[src/rtl/mem_pkg.sv]
// Shared types and defaults for the data-memory access path.
package mem_pkg;

  typedef enum logic [1:0] {
    WORD = 2'b00,
    BYTE = 2'b01,
    HALF = 2'b10
  } data_type_e;

  typedef enum logic [1:0] {
    IDLE   = 2'b00,
    ACCESS = 2'b01,
    RESP   = 2'b10
  } arb_state_e;

  localparam logic [31:0] MEM_BASE_DEF = 32'h0000_1000;
  localparam logic [31:0] MEM_SIZE_DEF = 32'h0000_1000;

  function automatic logic [2:0] access_bytes(input logic [1:0] dtype);
    case (dtype)
      WORD:    access_bytes = 3'd4;
      HALF:    access_bytes = 3'd2;
      BYTE:    access_bytes = 3'd1;
      default: access_bytes = 3'd0;
    endcase
  endfunction

endpackage

[src/rtl/dmem_arbiter_rr_arb2.sv]
// Two-way round-robin grant; the pointer only moves when both requesters compete.
module rr_arb2 (
  input  logic       clk_i,
  input  logic       rst_i,
  input  logic       en_i,
  input  logic [1:0] req_i,
  output logic [1:0] gnt_o
);

  logic ptr_q, ptr_d;

  // Grant selection and next pointer
  always_comb begin
    gnt_o = 2'b00;
    ptr_d = ptr_q;
    if (en_i) begin
      case (req_i)
        2'b01:   gnt_o = 2'b01;
        2'b10:   gnt_o = 2'b10;
        2'b11: begin
          gnt_o = ptr_q ? 2'b10 : 2'b01;
          ptr_d = ~ptr_q;
        end
        default: gnt_o = 2'b00;
      endcase
    end else begin
      gnt_o = 2'b00;
    end
  end

  // Pointer register
  always_ff @(posedge clk_i or posedge rst_i) begin
    if (rst_i) ptr_q <= 1'b0;
    else       ptr_q <= ptr_d;
  end

endmodule

[src/rtl/dmem_arbiter.sv]
// Shares one data memory between two requesters: one access per grant,
// illegal requests answered with an error and never sent to memory.
module dmem_arbiter
  import mem_pkg::*;
#(
  parameter int                       ADDRESS_WIDTH = 32,
  parameter int                       DATA_WIDTH    = 32,
  parameter logic [ADDRESS_WIDTH-1:0] MEM_BASE      = MEM_BASE_DEF,
  parameter logic [ADDRESS_WIDTH-1:0] MEM_SIZE      = MEM_SIZE_DEF
) (
  input  logic                     clk,
  input  logic                     rst,
  input  logic                     p0_valid,
  output logic                     p0_ready,
  input  logic                     p0_we,
  input  logic [1:0]               p0_type,
  input  logic [ADDRESS_WIDTH-1:0] p0_addr,
  input  logic [DATA_WIDTH-1:0]    p0_wdata,
  output logic                     p0_rvalid,
  output logic [DATA_WIDTH-1:0]    p0_rdata,
  output logic                     p0_err,
  input  logic                     p1_valid,
  output logic                     p1_ready,
  input  logic                     p1_we,
  input  logic [1:0]               p1_type,
  input  logic [ADDRESS_WIDTH-1:0] p1_addr,
  input  logic [DATA_WIDTH-1:0]    p1_wdata,
  output logic                     p1_rvalid,
  output logic [DATA_WIDTH-1:0]    p1_rdata,
  output logic                     p1_err,
  output logic                     mem_we,
  output logic [1:0]               mem_type,
  output logic [ADDRESS_WIDTH-1:0] mem_addr,
  output logic [DATA_WIDTH-1:0]    mem_wd,
  input  logic [DATA_WIDTH-1:0]    mem_rd
);

  arb_state_e               state_q;
  logic                     port_q, we_q, mem_we_q;
  logic [1:0]               type_q;
  logic [ADDRESS_WIDTH-1:0] addr_q;
  logic [DATA_WIDTH-1:0]    wdata_q, p0_rdata_q, p1_rdata_q;
  logic                     p0_rvalid_q, p1_rvalid_q, p0_err_q, p1_err_q;

  logic                     arb_en, hs, sel, in_we, in_legal;
  logic [1:0]               gnt, in_type;
  logic [2:0]               in_bytes;
  logic [ADDRESS_WIDTH-1:0] in_addr;
  logic [DATA_WIDTH-1:0]    in_wdata;
  logic [ADDRESS_WIDTH:0]   end_addr, limit;

  // Ready is withheld during reset so outputs read zero immediately.
  assign arb_en = (state_q == IDLE) && !rst;

  rr_arb2 u_arb (
    .clk_i (clk),
    .rst_i (rst),
    .en_i  (arb_en),
    .req_i ({p1_valid, p0_valid}),
    .gnt_o (gnt)
  );

  assign p0_ready  = gnt[0];
  assign p1_ready  = gnt[1];
  assign hs        = |gnt;
  assign sel       = gnt[1];
  assign limit     = {1'b0, MEM_BASE} + {1'b0, MEM_SIZE};

  // Payload mux and legality of the request being granted
  always_comb begin
    in_we    = sel ? p1_we    : p0_we;
    in_type  = sel ? p1_type  : p0_type;
    in_addr  = sel ? p1_addr  : p0_addr;
    in_wdata = sel ? p1_wdata : p0_wdata;
    in_bytes = access_bytes(in_type);
    end_addr = {1'b0, in_addr} + {{(ADDRESS_WIDTH-2){1'b0}}, in_bytes};
    in_legal = 1'b1;
    case (in_type)
      WORD:    if (in_addr[1:0] != 2'b00) in_legal = 1'b0; else in_legal = 1'b1;
      HALF:    if (in_addr[0] != 1'b0)    in_legal = 1'b0; else in_legal = 1'b1;
      BYTE:    in_legal = 1'b1;
      default: in_legal = 1'b0;
    endcase
    if (in_addr < MEM_BASE || end_addr > limit) in_legal = 1'b0;
    else                                        in_legal = in_legal;
  end

  // Access sequencer: IDLE -> ACCESS -> RESP, or IDLE -> RESP on error
  always_ff @(posedge clk or posedge rst) begin
    if (rst) begin
      state_q     <= IDLE;
      port_q      <= 1'b0;
      we_q        <= 1'b0;
      type_q      <= 2'b00;
      addr_q      <= {ADDRESS_WIDTH{1'b0}};
      wdata_q     <= {DATA_WIDTH{1'b0}};
      mem_we_q    <= 1'b0;
      p0_rvalid_q <= 1'b0;
      p1_rvalid_q <= 1'b0;
      p0_err_q    <= 1'b0;
      p1_err_q    <= 1'b0;
      p0_rdata_q  <= {DATA_WIDTH{1'b0}};
      p1_rdata_q  <= {DATA_WIDTH{1'b0}};
    end else begin
      case (state_q)
        IDLE: begin
          if (hs) begin
            port_q  <= sel;
            we_q    <= in_we;
            type_q  <= in_type;
            addr_q  <= in_addr;
            wdata_q <= in_wdata;
            if (in_legal) begin
              state_q  <= ACCESS;
              mem_we_q <= in_we;
            end else begin
              state_q     <= RESP;
              p0_rvalid_q <= !sel;
              p1_rvalid_q <= sel;
              p0_err_q    <= !sel;
              p1_err_q    <= sel;
            end
          end
        end
        ACCESS: begin
          state_q     <= RESP;
          mem_we_q    <= 1'b0;
          p0_rvalid_q <= !port_q;
          p1_rvalid_q <= port_q;
          if (port_q) p1_rdata_q <= we_q ? {DATA_WIDTH{1'b0}} : mem_rd;
          else        p0_rdata_q <= we_q ? {DATA_WIDTH{1'b0}} : mem_rd;
        end
        RESP: begin
          state_q     <= IDLE;
          p0_rvalid_q <= 1'b0;
          p1_rvalid_q <= 1'b0;
          p0_err_q    <= 1'b0;
          p1_err_q    <= 1'b0;
          p0_rdata_q  <= {DATA_WIDTH{1'b0}};
          p1_rdata_q  <= {DATA_WIDTH{1'b0}};
        end
        default: begin
          state_q  <= IDLE;
          mem_we_q <= 1'b0;
        end
      endcase
    end
  end

  assign mem_we    = mem_we_q;
  assign mem_type  = type_q;
  assign mem_addr  = addr_q;
  assign mem_wd    = wdata_q;
  assign p0_rvalid = p0_rvalid_q;
  assign p1_rvalid = p1_rvalid_q;
  assign p0_err    = p0_err_q;
  assign p1_err    = p1_err_q;
  assign p0_rdata  = p0_rdata_q;
  assign p1_rdata  = p1_rdata_q;

endmodule

[config.mk]
export PLATFORM = sky130hd
export DESIGN_NAME = dmem_arbiter
export DESIGN_NICKNAME = d
export VERILOG_FILES = /design/src/rtl/mem_pkg.sv /design/src/rtl/dmem_arbiter_rr_arb2.sv /design/src/rtl/dmem_arbiter.sv
export SDC_FILE = /design/constraint.sdc
export NUM_CORES = 1
export LEC_CHECK = 0
export CAP_MARGIN = 20
export CORE_AREA = 5 5 146 148
export DETAILED_ROUTE_END_ITERATION = 8
export DIE_AREA = 0 0 151 153
export GPL_TIMING_DRIVEN = 0
export PLACE_DENSITY_LB_ADDON = 0.08
export SLEW_MARGIN = 5
export SYNTH_ARGS = -nofsm -noshare
export SYNTH_HDL_FRONTEND = slang
export SYNTH_SLANG_ARGS = --single-unit
export TNS_END_PERCENT = 100
[constraint.sdc]
create_clock -name clk -period 5.85 [get_ports clk]
set_clock_uncertainty 0.1 [all_clocks]
set_input_delay 1.755 -clock clk [delete_from_list [all_inputs] [get_ports clk]]
set_output_delay 1.755 -clock clk [all_outputs]
set_load 0.01 [all_outputs]
==> run summary <==
Synth cell types - 69
Slew margin rel. - 49.7%
Reg2reg end - p1_rvalid
WHS Endpoint - p0_rdata[20]
Layout Utilization - 60.6%
Number of global-route vias before repair - 8347
Asr flop ratio synth - 100%
Final WL - 30100 um
Min cycle time layout - 5.66 ns
DP HPWL - 22400 um
First-pass GRT wire length - 46700 um
Pleak - 5.01 nW
Synthesized net count - 1110
RSZ-0062 raised after global routing - false
PortBufs - 300
Crit path kind - in2reg
Setup TNS - 0 ns
Synth Area in Compound Gates - 17.9%
Design area - 12100 sq um
Synthesized area - 7800 sq um
Fmax - 177 MHz
Largest net degree at the start of global routing - 85
HP Class - reg2reg
Met3 global-route usage - 8.02%
Largest area contributor in the netlist - dfrtp_1
Fin nets - 1436
Startpoint Class - input pin
CP Capture Type - flop
DRC errors left - 0
GR peak layer - met2
Via density - 5.42
Sequential share of power - 31.3%
CTS Hold Bufs - 0
Row count - 52
Die area - 23100 sq um
Simple logic cell fraction of the synthesized area - 25.5%
GR Util met2 - 40.1%
Internal - 3.36 mW
Die X - 151 um
Final Hold Fails - 0
Clock sink count - 140
Io pins - 307
DRT Pass-1 Iters - 6
Share of layout cells above drive strength 1 - 7.08%
Worst hold path cell count - 2
Worst Path Arrival - 5.85 ns
Die Y - 153 um
Grt ovf - 0
Slew Limit Fails - 0
Sw Ratio - 37.6%
Worst slew pin tran - 0.753 ns
Initial antenna violation count - 2
Post-synth EDFFs - 0
Syn. warnings - 0
Max Cap Viol - 0
Clk root buf - clkbuf_16
Area grow syn2layout - 54.6%
First DRT Iteration DRCs - 638
Hold path start - p0_rdata[20]
Combinational Power Share - 47.5%
Via Count - 8354
Period utilization - 96.7%
Met1 Track Usage GR - 33.9%
Initial Utilization - 39.2%
RR Startpoint - state_q[0]
Largest family of logic cells by synthesized area - simple AND/OR/NAND/NOR gates
Worst-Skew Late Latency - 0.42 ns
Clock buffer count from CTS - 17
Placement Cell Area - 11200 sq um
Post-Synth XOR/XNOR Area - 2.13%
R2r setup slk - 1.00 ns
Worst Path Max Fanout - 10
Register area share after synthesis - 44.9%
Clock power frac - 21.2%
Clock H-tree levels - 4
Core area - 19900 sq um
Worst Path Required - 6.05 ns
CTS tree - done
Clock transition at path regs - 0.06 ns
Mean Syn Cell Area - 8.37 sq um
DRT antenna net count - 0
Post-synthesis adder-cell area fraction - 1.38%
Status - finished clean
Top-area cell type share of the netlist area - 44.9%
Ys flop type - dfrtp_1
Power Dens Cells - 446 nW/um^2
Count of state elements after synthesis - 140
Final setup viols - 0
Syn Inst Count - 932
R2R cell count - 21
Multiplexer area fraction after synthesis - 4.24%
VDD IR-drop max - 0.223 mV
Gpl congestion - 0.935
Area contributors post-synth - dfrtp_1, nand2_1, o21ai_0
Drt wl/cell - 19.5 um
Tot GR Track Use - 25.5%
CTS Buffer Depth - 2
Switching power - 2.02 mW
==> registers in the layout (all words and copies together) (netlist names) <==
register / flops
state_q: 2
p1_rvalid: 1
mem_wd: 32
mem_type: 2
p0_rdata: 32
port_q: 1
p1_err: 1
p0_err: 1
p1_rdata: 32
p0_rvalid: 1
we_q: 1
u_arb.ptr_q: 1
mem_addr: 32
mem_we: 1
==> worst max-delay path, cell delays in order <==
cell and delay (ns):
dlygate4sd2_1 0.27, and3b_1 0.20, buf_6 0.12, nand2_4 0.08
buf_12 0.16, buf_12 0.12, mux2i_4 0.28, and2b_1 0.21
ha_4 0.15, fa_2 0.25, a21oi_4 0.12, or4_4 0.59
a21oi_4 0.21, and4_1 0.23, xor2_1 0.15, nor3_1 0.09
o2111ai_4 0.23, nor3b_4 0.28, mux2_1 0.34
==> per-layer routing <==
metal	wire, um	vias up
met3	2890	53
li1	-	3975
met2	14100	390
met5	27	-
met4	652	4
met1	12500	3932
==> layout by cell type, fill, tap and decap left out, types with 6 or more instances in the layout <==
cell	instances
clkdlybuf4s50_1	297
nand2_1	238
dfrtp_1	140
o21ai_0	87
nor2_1	77
a31oi_1	55
clkbuf_1	46
a21oi_1	29
nand3_1	26
mux2i_1	22
clkbuf_16	18
nand4_1	16
nor4_1	13
buf_4	11
xor2_1	11
nor3_1	11
and3_1	9
inv_1	8
xnor2_1	8
buf_6	6
inv_6	6
==> cell families after synthesis <==
kind of cell,after synthesis
muxes,31
buffers and inverters,72
DFF,140
xor gates and xnor gates,19
adders and majority gates,8
AOI/OAI and AO/OA,226
and+or+nand+nor,436
==> power groups by stage <==
| stage | Combinational (mW) | Clock [mW] | Sequential (mW) |
|---|---|---|---|
| 4_1_cts | 2.57 | 1.16 | 1.68 |
| 2_1_floorplan | 0.882 | 0 | 1.89 |
| 3_3_place_gp | 2.49 | 0 | 1.68 |
| 3_5_place_dp | 2.52 | 0 | 1.70 |
| 5_1_grt | 2.78 | 1.21 | 1.75 |
| 6_report | 2.56 | 1.14 | 1.68 |
==> area by class of cell <==
cell class,instances,area (sq um)
clock inverters,14,175
fillers,1774,7850
flip-flops and latches,140,3500
diodes,1,2.50
multi-input cells,720,4120
well taps,270,338
repair buffers,310,3100
clock buffers,18,439
plain buffers,58,330
inverters,11,51.3
==> worst max-delay path by stage <==
stage | startpoint | endpoint | cells past startpoint
3_5_place_dp | rst | p1_rvalid | 19
4_1_cts | p0_valid | mem_we | 21
5_1_grt | p1_valid | p1_rvalid | 19
2_1_floorplan | p1_valid | p0_rvalid | 19
6_report | p1_valid | p1_rvalid | 19
3_3_place_gp | rst | mem_addr[18] | 2
==> what timing repair did <==
item                                    in CTS  in global routing
gates resized for setup                     46                  9
cloned                                       0                  0
pin swaps                                    8                 10
endpoints found under the setup margin       9                  8
setup buffers                                6                  3
==> per-stage QoR <==
step / power (mW) / hold slack, ns / setup WS, ns / std cells
6_report: 5.38 / 0.377 / 0.193 / 1542
5_1_grt: 5.73 / 0.395 / 0.0418 / 1541
4_1_cts: 5.41 / 0.383 / 0.0148 / 1538
3_5_place_dp: 4.21 / 0.369 / -1.68 / 1503
3_3_place_gp: 4.17 / 0.361 / -2.08 / 1502
2_1_floorplan: 2.77 / 0.379 / 0.0117 / 932
==> cell usage after synthesis (all sizes together), types with 5 or more instances <==
library cell	instances
dfrtp	140
and4	5
a31oi	56
a21oi	31
a211oi	7
nor2	78
nor4	14
o22ai	5
mux2i	24
clkbuf	50
xor2	11
and2	5
ha	7
nor3	13
o31ai	5
nand3	26
nor2b	5
nand4	17
xnor2	8
mux2	6
inv	11
nand2b	5
nand2	240
and3	9
a21o	6
buf	11
o21ai	89
Power figures use the tool's default switching activity.
